==> config.mk <==
export PLATFORM = sky130hd
export DESIGN_NAME = dl_rshift_iter
export DESIGN_NICKNAME = d
export VERILOG_FILES = /design/src/rtl/dl_pkg.sv /design/src/rtl/dl_rshift_stage.sv /design/src/rtl/dl_rshift_iter.sv
export SDC_FILE = /design/constraint.sdc
export NUM_CORES = 1
export LEC_CHECK = 0
export ABC_CLOCK_PERIOD_IN_PS = 9780
export BUFFER_PORTS_ARGS = -buffer_cell sky130_fd_sc_hd__buf_2
export CAP_MARGIN = 20
export CORE_MARGIN = 4
export CORE_UTILIZATION = 63
export DETAILED_ROUTE_END_ITERATION = 10
export PLACE_DENSITY = 0.87
export SLEW_MARGIN = 5
export SYNTH_ARGS = -nofsm -noshare
export SYNTH_HDL_FRONTEND = slang
export SYNTH_SLANG_ARGS = --single-unit
==> constraint.sdc <==
create_clock -name clk -period 9.78 [get_ports clk]
set_input_delay 1.956 -clock clk [delete_from_list [all_inputs] [get_ports clk]]
set_output_delay 1.956 -clock clk [all_outputs]
set_load 0.02 [all_outputs]
==> src/rtl/dl_pkg.sv <==
// Shared design-library package.
// Holds the control-state encoding used by the iterative datapath blocks
// (IDLE -> SHIFT -> DONE), so every multi-cycle unit decodes its state the
// same way.
package dl_pkg;

  typedef enum logic [1:0] {
    ST_IDLE  = 2'd0,
    ST_SHIFT = 2'd1,
    ST_DONE  = 2'd2
  } iter_state_e;

endpackage

==> src/rtl/dl_rshift_stage.sv <==
// dl_rshift_stage: combinational right shift by a runtime power of two.
//   din  : value to shift
//   idx  : stage index; the shift distance is 2**idx
//   en   : 1 = apply the shift, 0 = pass din through unchanged
//   fill : bit written into the vacated MSBs
//   dout : shifted (or passed-through) value
module dl_rshift_stage #(
  parameter  int NUM_BITS       = 32,
  localparam int NUM_SHIFT_BITS = $clog2(NUM_BITS)
) (
  input  logic [NUM_BITS-1:0]       din,
  input  logic [NUM_SHIFT_BITS-1:0] idx,
  input  logic                      en,
  input  logic                      fill,
  output logic [NUM_BITS-1:0]       dout
);

  logic [NUM_SHIFT_BITS-1:0] amt;
  logic [NUM_BITS-1:0]       fill_mask;

  always_comb begin
    // 2**idx always fits: the largest stage shifts by NUM_BITS/2.
    amt       = NUM_SHIFT_BITS'(1) << idx;
    // Ones in exactly the MSB positions vacated by the shift.
    fill_mask = ~({NUM_BITS{1'b1}} >> amt);
    if (en) begin
      dout = (din >> amt) | (fill ? fill_mask : '0);
    end else begin
      dout = din;
    end
  end

endmodule

==> src/rtl/dl_rshift_iter.sv <==
// dl_rshift_iter: iterative, handshaked logical/arithmetic right shifter.
// One bit of the shift amount is resolved per cycle (a log-stage shifter
// folded in time), so latency is fixed at NUM_SHIFT_BITS cycles after
// acceptance regardless of the shift value.
//   clk, rst_n        : clock, asynchronous active-low reset
//   in_val / in_rdy   : request handshake (in_rdy registered)
//   a, shift, arith   : operand, shift amount, 1 = sign fill / 0 = zero fill
//   out_val / out_rdy : result handshake (out_val registered)
//   out               : registered result, stable throughout DONE
module dl_rshift_iter
  import dl_pkg::*;
#(
  parameter  int NUM_BITS       = 32,
  localparam int NUM_SHIFT_BITS = $clog2(NUM_BITS)
) (
  input  logic                      clk,
  input  logic                      rst_n,
  input  logic                      in_val,
  output logic                      in_rdy,
  input  logic [NUM_BITS-1:0]       a,
  input  logic [NUM_SHIFT_BITS-1:0] shift,
  input  logic                      arith,
  output logic                      out_val,
  input  logic                      out_rdy,
  output logic [NUM_BITS-1:0]       out
);

  iter_state_e               state_q;
  logic [NUM_SHIFT_BITS-1:0] cnt_q;
  logic [NUM_BITS-1:0]       opnd_q;
  logic [NUM_SHIFT_BITS-1:0] shamt_q;
  logic                      arith_q;
  logic                      sign_q;
  logic [NUM_BITS-1:0]       res_q;

  logic [NUM_BITS-1:0]       stage_din;
  logic [NUM_BITS-1:0]       stage_dout;
  logic                      last_stage;

  // Stage 0 reads the captured operand; later stages read the running
  // result. This keeps `out` untouched until the first SHIFT edge.
  assign stage_din  = (cnt_q == '0) ? opnd_q : res_q;
  assign last_stage = (cnt_q == NUM_SHIFT_BITS'(NUM_SHIFT_BITS - 1));

  dl_rshift_stage #(
    .NUM_BITS (NUM_BITS)
  ) u_stage (
    .din  (stage_din),
    .idx  (cnt_q),
    .en   (shamt_q[cnt_q]),
    // Fill comes from the operand MSB captured at acceptance.
    .fill (arith_q & sign_q),
    .dout (stage_dout)
  );

  always_ff @(posedge clk or negedge rst_n) begin
    if (!rst_n) begin
      state_q <= ST_IDLE;
      cnt_q   <= '0;
      opnd_q  <= '0;
      shamt_q <= '0;
      arith_q <= 1'b0;
      sign_q  <= 1'b0;
      res_q   <= '0;
      in_rdy  <= 1'b1;
      out_val <= 1'b0;
    end else begin
      case (state_q)
        ST_IDLE: begin
          if (in_val) begin
            opnd_q  <= a;
            shamt_q <= shift;
            arith_q <= arith;
            sign_q  <= a[NUM_BITS-1];
            cnt_q   <= '0;
            state_q <= ST_SHIFT;
            in_rdy  <= 1'b0;
          end
        end
        ST_SHIFT: begin
          res_q <= stage_dout;
          if (last_stage) begin
            cnt_q   <= '0;
            state_q <= ST_DONE;
            out_val <= 1'b1;
          end else begin
            cnt_q <= cnt_q + 1'b1;
          end
        end
        ST_DONE: begin
          if (out_rdy) begin
            state_q <= ST_IDLE;
            out_val <= 1'b0;
            in_rdy  <= 1'b1;
          end
        end
        default: begin
          state_q <= ST_IDLE;
          cnt_q   <= '0;
          in_rdy  <= 1'b1;
          out_val <= 1'b0;
        end
      endcase
    end
  end

  assign out = res_q;

endmodule
==> results of run 1 <==
## stage by stage
step | util, % | hold slack [ns] | instance area [um2] | cells
5_1_grt | 72.1 | 0.526 | 5900 | 729
3_3_place_gp | 68.8 | 0.489 | 5620 | 711
4_1_cts | 71.7 | 0.513 | 5860 | 727
6_report | 72.1 | 0.510 | 5900 | 729
2_1_floorplan | - | 0.480 | 5260 | 565
3_5_place_dp | 68.8 | 0.497 | 5620 | 711
## Yosys cell counts (3+ instances only)
library cell,instances
dfrtp_1,78
a21oi_1,51
nand2_1,49
nor2_1,45
mux2_2,44
mux2i_1,42
o21ai_0,41
clkbuf_1,28
a31oi_1,16
o22ai_1,15
nand3_1,12
o211ai_1,10
a211oi_1,9
a221oi_1,8
nand2b_1,7
nor3_1,7
and2_1,6
buf_2,6
o221ai_1,6
o31a_1,5
a22o_1,4
inv_1,4
or3_1,4
a2111oi_0,3
a21o_1,3
buf_1,3
buf_6,3
mux2i_2,3
nor2b_1,3
o211a_1,3
o221a_2,3
o31ai_1,3
## worst register-to-register path, delay by kind of cell, from the launching register on
kind / cells / cell delay [ns]
compound gates: 3 / 1.01
buf+inv: 2 / 0.69
flops: 1 / 0.63
mux: 1 / 0.62
fa+ha+maj: 1 / 0.25
simple gates: 1 / 0.23
## area by class of cell
cell class              count  area share, %
clock buffers              12           2.46
clock inverters             4           1.61
inverters                   5          0.318
multi-input cells         437           51.6
flip-flops and latches     79           33.6
well taps                 105           2.23
repair buffers             87           8.23
## logic make-up after synthesis
family | count (synthesis)
adders and majority gates | 2
xor gates and xnor gates | 2
buffers and inverters | 49
AOI/OAI and AO/OA | 196
muxes | 91
DFF | 79
and+or+nand+nor | 146
## metal layers
layer / global-route usage [%] / routed length, um
met3: 8.56 / 1710
met5: 0 / 0
met2: 54.5 / 7760
met4: 14.1 / 588
met1: 45.7 / 6660
## registers in the layout (all words and copies together), names as in the netlist
signal,flops
opnd_q,32
out,32
cnt_q,5
shamt_q,5
state_q,2
arith_q,1
in_rdy,1
out_val,1
## worst min path at each step
stage | from | to
after floorplan | shamt_q[1] | shamt_q[1]
after global placement | opnd_q[30] | opnd_q[30]
after detailed placement | opnd_q[23] | opnd_q[23]
after CTS | opnd_q[23] | opnd_q[23]
after global routing | opnd_q[23] | opnd_q[23]
final | opnd_q[23] | opnd_q[23]
==> results.json, run 1 <==
{
  "grt_pass1_wl_um": 26800,
  "first_iter_violations": 646,
  "multiInputGateArea_um2": 3040,
  "cts_setup_buffers": 0,
  "status": "finished clean",
  "synthSimpleGateAreaFrac_pct": 13.4,
  "syn2layout_area_growth_pct": 12.1,
  "synth_area_um2": 5260,
  "path_class": "reg -> reg",
  "coreArea_um2": 8180,
  "fin_crit_ns": 3.56,
  "crit_cells": 8,
  "crit_buf_inv": 2,
  "synth_edf_count": 0,
  "wl_um": 16700,
  "seq_area_um2": 1980,
  "fp.dieW_um": 99.4,
  "period_share_pct": 36.4,
  "setup_ws_ns": 6.22,
  "synth.distinct_cells": 65,
  "endpoint": "out[6]",
  "fmax_ghz": 0.281,
  "fp.dieH_um": 99.4,
  "viasPerCell": 7.05,
  "diodes": 0,
  "grt_pass1_vias": 5080,
  "ys_ff_latch": 79,
  "synthTopCellsByArea": "dfrtp_1 37%, mux2_2 9.4%, mux2i_1 8.0%, a21oi_1 4.9%, o21ai_0 3.9%",
  "final_cell_mix": "78 x dfrtp_1, 75 x buf_2, 51 x a21oi_1",
  "syn_avg_cell_area_um2": 9.31,
  "worst-endpoint-required_ns": 10.02,
  "critPathSlowestCell": "dfrtp_1",
  "rows": 33,
  "cts-resized-gates": 0,
  "path_delay_family": "compound AO/OA/AOI/OAI gates",
  "drv_slew": 0,
  "path_max_fanout": 24,
  "r2r_end": "out[6]",
  "cp-start-kind": "register",
  "yosysSeqAreaShare_pct": 37.6,
  "start_util_pct": 64.3,
  "vias": 5138,
  "cts_hold_buffers": 0,
  "crit_chain": "inv_1, ha_1, nor4b_4, buf_4, mux2i_1, o221ai_1, a221oi_1, a21oi_1",
  "antenna_found_initial": 0,
  "synth_compound_area_share_pct": 24.4,
  "final_common_cell": "dfrtp_1",
  "yosysTopAreaCell": "dfrtp_1",
  "clk_path_buf_depth": 2,
  "synthFlopType": "dfrtp_1",
  "synthAdderAreaFrac_pct": 0.476,
  "yosysTopAreaCellShare_pct": 37.1,
  "numCtsBuffers": 9,
  "worstPathArrival_ns": 3.80,
  "finalClockSkew_ns": 0.0125,
  "die_area_um2": 9870,
  "wire_per_inst_um": 22.9,
  "synth_top_family_by_area": "compound AO/OA/AOI/OAI gates",
  "setup_viol": 0,
  "synth_nets": 609,
  "ant_nets": 0,
  "rsz0062_at_grt": "no",
  "first_pass_iters": 6,
  "syn_inst": 565,
  "grt_use_total_pct": 34.5,
  "htreeDepth": 3,
  "hpwl_um": 11300,
  "fill_cells": 629,
  "drive_above_1_share_pct": 26.4,
  "startpoint": "cnt_q[1]",
  "portBuffers": 75,
  "grt_max_degree": 80,
  "finalWeightedCongestion": 0.984,
  "grt.overflow.total": 0,
  "place_ws_ns": 6.20,
  "yosysWarnings": 0,
  "synthMuxAreaShare_pct": 18.9,
  "maxCapViolCount": 0,
  "hold_depth": 1,
  "synth_async_sr_flop_share_pct": 100,
  "end_kind": "register",
  "relSlewSlack_pct": 26.9,
  "cts-root-buf": "clkbuf_8",
  "clock_sinks": 79,
  "hold_path_class": "reg -> reg",
  "rrSetupSlack_ns": 6.22,
  "r2r-start": "cnt_q[1]",
  "cts_tree": "built",
  "drcViolationCount": 0,
  "io_pins": 76,
  "cp_slowest_stage_delay_ns": 0.63,
  "worstMarginPinSlew_ns": 1.08,
  "fin_nets": 663,
  "clk_pin_slew_ns": 0.09,
  "final-hold-violation-count": 0,
  "r2r_cells": 8,
  "synth-xor-area-share_pct": 0.333,
  "setup_tns_ns": 0,
  "clock_latency_ns": 0.37
}
Power of run 1 is left out: the tool's default activity adds up to more than one toggle a clock period on the data nets, which glitch-free logic cannot reach.
==> inputs of run 2 (changes only) <==
--- a/config.mk
+++ b/config.mk
@@ -5,13 +5,14 @@
 export SDC_FILE = /design/constraint.sdc
 export NUM_CORES = 1
 export LEC_CHECK = 0
-export ABC_CLOCK_PERIOD_IN_PS = 9780
+export ABC_AREA = 1
+export ABC_CLOCK_PERIOD_IN_PS = 3600
 export BUFFER_PORTS_ARGS = -buffer_cell sky130_fd_sc_hd__buf_2
 export CAP_MARGIN = 20
 export CORE_MARGIN = 4
-export CORE_UTILIZATION = 63
+export CORE_UTILIZATION = 59
 export DETAILED_ROUTE_END_ITERATION = 10
-export PLACE_DENSITY = 0.87
+export PLACE_DENSITY = 0.81
 export SLEW_MARGIN = 5
 export SYNTH_ARGS = -nofsm -noshare
 export SYNTH_HDL_FRONTEND = slang
==> constraint.sdc (replaced) <==
create_clock -name clk -period 3.6 [get_ports clk]
set_input_delay 0.72 -clock clk [delete_from_list [all_inputs] [get_ports clk]]
set_output_delay 0.72 -clock clk [all_outputs]
set_load 0.02 [all_outputs]
==> run 2 against run 1 <==
  * Wire length is 12% higher
  * Sequential share of layout area is 3.6 points lower
  * Fmax is 28% higher
  * Cell count is 57% higher
  * Register-to-register slack worse by 5.4 ns
  * Clock skew is 0.0041 ns higher
  * Critical endpoint is now out[3]
  * Flip-flop and latch count stayed put
  * Via count is 32% higher
  * Utilization is 5.2 points lower
==> results.json, run 2 <==
{
  "r2r_cells": 16,
  "synthTopCellsByArea": "dfrtp_1 32%, nand3_1 22%, nand2_1 21%, o21ai_0 4.1%, inv_1 3.6%",
  "hpwl_um": 13200,
  "drive_above_1_share_pct": 12.8,
  "setup_ws_ns": 0.812,
  "yosysTopAreaCellShare_pct": 32.5,
  "rrSetupSlack_ns": 0.81,
  "synthFlopType": "dfrtp_1",
  "path_max_fanout": 37,
  "crit_buf_inv": 3,
  "r2r-start": "cnt_q[0]",
  "fp.dieH_um": 109,
  "grt_use_total_pct": 32.4,
  "cts_tree": "built",
  "drcViolationCount": 0,
  "worst-endpoint-required_ns": 3.86,
  "finalClockSkew_ns": 0.0166,
  "final-hold-violation-count": 0,
  "worstMarginPinSlew_ns": 1.13,
  "diodes": 0,
  "final_cell_mix": "344 x nand2_1, 270 x nand3_1, 78 x dfrtp_1",
  "setup_viol": 0,
  "hold_path_class": "in -> async",
  "rows": 36,
  "io_pins": 76,
  "maxCapViolCount": 0,
  "syn2layout_area_growth_pct": 9.89,
  "cts_setup_buffers": 0,
  "ant_nets": 0,
  "worstPathArrival_ns": 3.05,
  "antenna_found_initial": 0,
  "htreeDepth": 3,
  "crit_path_frequent_cell": "nand2_1",
  "ys_ff_latch": 79,
  "grt_pass1_vias": 5949,
  "finalWeightedCongestion": 1.02,
  "r2r_end": "out[3]",
  "wire_per_inst_um": 16.3,
  "yosysSeqAreaShare_pct": 32.9,
  "fmax_ghz": 0.359,
  "yosysTopAreaCell": "dfrtp_1",
  "clk_pin_slew_ns": 0.09,
  "place_inst": 1131,
  "grt.overflow.total": 0,
  "first_iter_violations": 714,
  "place_ws_ns": 0.918,
  "viasPerCell": 5.89,
  "status": "finished clean",
  "post-synth-top-count-cell": "nand2_1",
  "cp-start-kind": "register",
  "fin_nets": 1054,
  "numCtsBuffers": 9,
  "synth_nets": 1008,
  "final_util_pct": 66.9,
  "wl_um": 18700,
  "clk_path_buf_depth": 2,
  "rsz0062_at_grt": "no",
  "synth_area_um2": 6010,
  "cp_slowest_stage_delay_ns": 0.52,
  "synth.distinct_cells": 36,
  "synth_commonest_cells": "344 x nand2_1, 270 x nand3_1, 78 x dfrtp_1",
  "portBuffers": 75,
  "syn_avg_cell_area_um2": 6.23,
  "yosysWarnings": 0,
  "clock_sinks": 79,
  "cts_hold_buffers": 0,
  "fin_crit_ns": 2.79,
  "die_area_um2": 11900,
  "final_common_cell": "nand2_1",
  "fp.dieW_um": 109,
  "crit_chain": "inv_1, ha_1, inv_1, nor2_2, buf_4, nand2_4, nand2_1, nand3_1, nand3_1, nand3_1, nand3_1, nand2_1, nor2_1, nand2_1, nand2_1, nand2_1",
  "drv_slew": 0,
  "relSlewSlack_pct": 24.8,
  "grt_max_degree": 80,
  "cts-root-buf": "clkbuf_8",
  "cts-resized-gates": 0,
  "period_share_pct": 77.4,
  "vias": 6758,
  "syn_inst": 964,
  "end_kind": "register",
  "first_pass_iters": 6,
  "final_cells": 1147,
  "start_util_pct": 60.9,
  "critPathSlowestCell": "dfrtp_1",
  "setup_tns_ns": 0,
  "coreArea_um2": 9860,
  "path_class": "reg -> reg",
  "synth_edf_count": 0,
  "synth_async_sr_flop_share_pct": 100,
  "clock_latency_ns": 0.37,
  "grt_pass1_wl_um": 30100,
  "path_delay_family": "simple AND/OR/NAND/NOR gates"
}
-- run 2: cells by family (layout without fill, tap and decap cells) --
group	count (synthesis)	count (layout)	synth area share [%]
buffers and inverters	121	171	9.00
DFF	79	79	32.9
and+or+nand+nor	690	690	51.2
adders and majority gates	2	2	0.416
xor gates and xnor gates	2	2	0.292
AOI/OAI and AO/OA	70	70	6.21
-- run 2: per-layer routing --
| metal | vias to the layer above | track usage [%] | wire length [um] |
|---|---|---|---|
| li1 | 3267 | - | - |
| met1 | 3072 | 47.9 | 8220 |
| met2 | 380 | 48.9 | 8260 |
| met3 | 39 | 5.39 | 1810 |
| met4 | 0 | 8.93 | 417 |
| met5 | - | 0 | 0 |
-- run 2: stage by stage --
stage          cell area [um2]  hold WS, ns
6_report                  6600        0.230
5_1_grt                   6600        0.250
4_1_cts                   6580        0.483
3_5_place_dp              6380        0.460
3_3_place_gp              6380        0.456
2_1_floorplan             6010        0.424
-- run 2: worst max-delay path by stage --
stage,cells after the start,to,slack [ns],start
6_report,16,out[3],0.81,cnt_q[0]
5_1_grt,16,out[3],0.52,cnt_q[0]
4_1_cts,15,out[23],0.91,cnt_q[0]
3_5_place_dp,15,out[23],0.92,cnt_q[0]
3_3_place_gp,15,out[23],0.97,cnt_q[0]
2_1_floorplan,15,out[23],1.37,cnt_q[0]
-- run 2: area by class of cell --
class,instances,area (um2)
clock buffers,9,124
clock inverters,6,71.3
fillers,989,3260
inverters,66,250
multi-input cells,764,3500
flip-flops and latches,79,1980
well taps,133,166
repair buffers,90,510
Power of run 2 is left out for the same reason.
==> inputs of run 3 (changes only) <==
--- a/config.mk
+++ b/config.mk
@@ -6,7 +6,7 @@
 export NUM_CORES = 1
 export LEC_CHECK = 0
 export ABC_AREA = 1
-export ABC_CLOCK_PERIOD_IN_PS = 3600
+export ABC_CLOCK_PERIOD_IN_PS = 2700
 export BUFFER_PORTS_ARGS = -buffer_cell sky130_fd_sc_hd__buf_2
 export CAP_MARGIN = 20
 export CORE_MARGIN = 4
==> constraint.sdc (replaced) <==
create_clock -name clk -period 2.7 [get_ports clk]
set_input_delay 0.54 -clock clk [delete_from_list [all_inputs] [get_ports clk]]
set_output_delay 0.54 -clock clk [all_outputs]
set_load 0.02 [all_outputs]
==> run 3 against run 2 <==
  * Via count rose by 0.19%
  * Register-to-register slack got worse by 0.50 ns
  * Largest cell class unchanged
  * Critical endpoint is now out[0]
  * Die area did not move
  * Fmax rose by 17%
  * Count of clock-buffer cells in the layout rose by 1
  * Flip-flop and latch count did not move
  * Non-clock buffer count rose by 5
  * Highest routed layer unchanged
  * Critical path depth fell by 4
  * Wire length barely moved
  * Sequential share of layout area fell by 0.36 points
==> results.json, run 3 (same netlist as run 2, synthesis figures left out) <==
{
  "path_class": "reg -> reg",
  "rsz0062_at_grt": "no",
  "rows": 36,
  "setup_tns_ns": 0,
  "grt_pass1_wl_um": 30400,
  "numCtsBuffers": 9,
  "hold_path_class": "in -> async",
  "final_cells": 1153,
  "drv_slew": 0,
  "wl_um": 18700,
  "final-hold-violation-count": 0,
  "fill_cells": 931,
  "final_common_cell": "nand2_1",
  "htreeDepth": 3,
  "first_iter_violations": 748,
  "worst-endpoint-required_ns": 3.02,
  "end_kind": "register",
  "clk_pin_slew_ns": 0.09,
  "finalHoldWorstSlack_ns": 0.150,
  "startpoint": "cnt_q[3]",
  "finalClockSkew_ns": 0.0131,
  "cts-resized-gates": 0,
  "fp.dieW_um": 109,
  "multiInputGateArea_um2": 3500,
  "critPathSlowestCell": "dfrtp_1",
  "grt.overflow.total": 0,
  "placed_area_um2": 6460,
  "antenna_found_initial": 0,
  "status": "finished clean",
  "cts_hold_buffers": 0,
  "fmax_ghz": 0.419,
  "period_share_pct": 88.5,
  "clock_latency_ns": 0.38,
  "syn2layout_area_growth_pct": 11.2,
  "final_area_um2": 6680,
  "r2r_end": "out[0]",
  "maxCapViolCount": 0,
  "drcViolationCount": 0,
  "cts_tree": "built",
  "worstPathArrival_ns": 2.71,
  "cp-start-kind": "register",
  "clk_path_buf_depth": 2,
  "first_pass_iters": 5,
  "setup_viol": 0,
  "cp_slowest_stage_delay_ns": 0.51,
  "relSlewSlack_pct": 48.5,
  "diodes": 0,
  "die_area_um2": 11900,
  "cts-root-buf": "clkbuf_8",
  "vias": 6771,
  "crit_buf_inv": 1,
  "coreArea_um2": 9860,
  "finalWeightedCongestion": 1.04,
  "grt_use_total_pct": 32.7,
  "path_delay_family": "simple AND/OR/NAND/NOR gates",
  "viasPerCell": 5.87,
  "grt_max_degree": 52,
  "fin_nets": 1059,
  "hpwl_um": 13500,
  "place_inst": 1137,
  "crit_chain": "nor2_8, nand3_2, buf_12, nand3_1, nand3_1, nand3_1, nand2_1, nand2_1, nand3_1, nand2_1, nand2_1, nand2_1",
  "fp.dieH_um": 109,
  "start_util_pct": 60.9,
  "grt_pass1_vias": 6164,
  "fin_crit_ns": 2.39,
  "cts_setup_buffers": 0,
  "r2r_cells": 12,
  "io_pins": 76,
  "r2r-start": "cnt_q[3]",
  "clock_sinks": 79,
  "ant_nets": 0,
  "portBuffers": 75,
  "seq_area_um2": 1980,
  "final_cell_mix": "344 x nand2_1, 270 x nand3_1, 78 x dfrtp_1",
  "worstMarginPinSlew_ns": 0.767,
  "rrSetupSlack_ns": 0.31,
  "crit_path_frequent_cell": "nand2_1",
  "wire_per_inst_um": 16.2,
  "drive_above_1_share_pct": 13.2,
  "path_max_fanout": 19
}
[run 3: metrics by stage]
stage	util, %	worst slack, ns
floorplan	-	0.471
global placement	65.5	0.382
detailed placement	65.5	0.358
CTS	67.7	0.334
global route	67.7	0.0867
finish	67.7	0.312
[run 3: metal layers]
layer  GRT usage, %  vias up  part of all wire (%)  wire length (um)
li1               -     3273                     -                 -
met1           45.7     3083                    43              8060
met2           49.2      365                    44              8240
met3           8.05       50                    10              1890
met4           12.1        0                   2.8               532
met5              0        -                     0                 0
[run 3: how the worst max path moves through the flow]
stage	endpoint	slack, ns	depth (start not counted)
4_1_cts	out[0]	0.33	12
3_3_place_gp	out[0]	0.38	12
3_5_place_dp	out[0]	0.36	12
6_report	out[0]	0.31	12
2_1_floorplan	out[23]	0.47	15
5_1_grt	out[17]	0.09	15
[run 3: layout make-up]
type	count	share of cell area, %
Timing Repair Buffer	95	8.46
Tap cell	133	2.49
Multi-Input combinational cell	764	52.4
Sequential cell	79	29.6
Inverter	66	3.74
Clock inverter	6	1.39
Clock buffer	10	1.91
[run 3: worst reg2reg max path: stages (launching register included)]
cell and delay (ns):
dfrtp_1 0.51, nor2_8 0.21, nand3_2 0.42, buf_12 0.34
nand3_1 0.13, nand3_1 0.11, nand3_1 0.16, nand2_1 0.06
nand2_1 0.07, nand3_1 0.10, nand2_1 0.11, nand2_1 0.05
nand2_1 0.06
Power of run 3 is left out for the same reason.
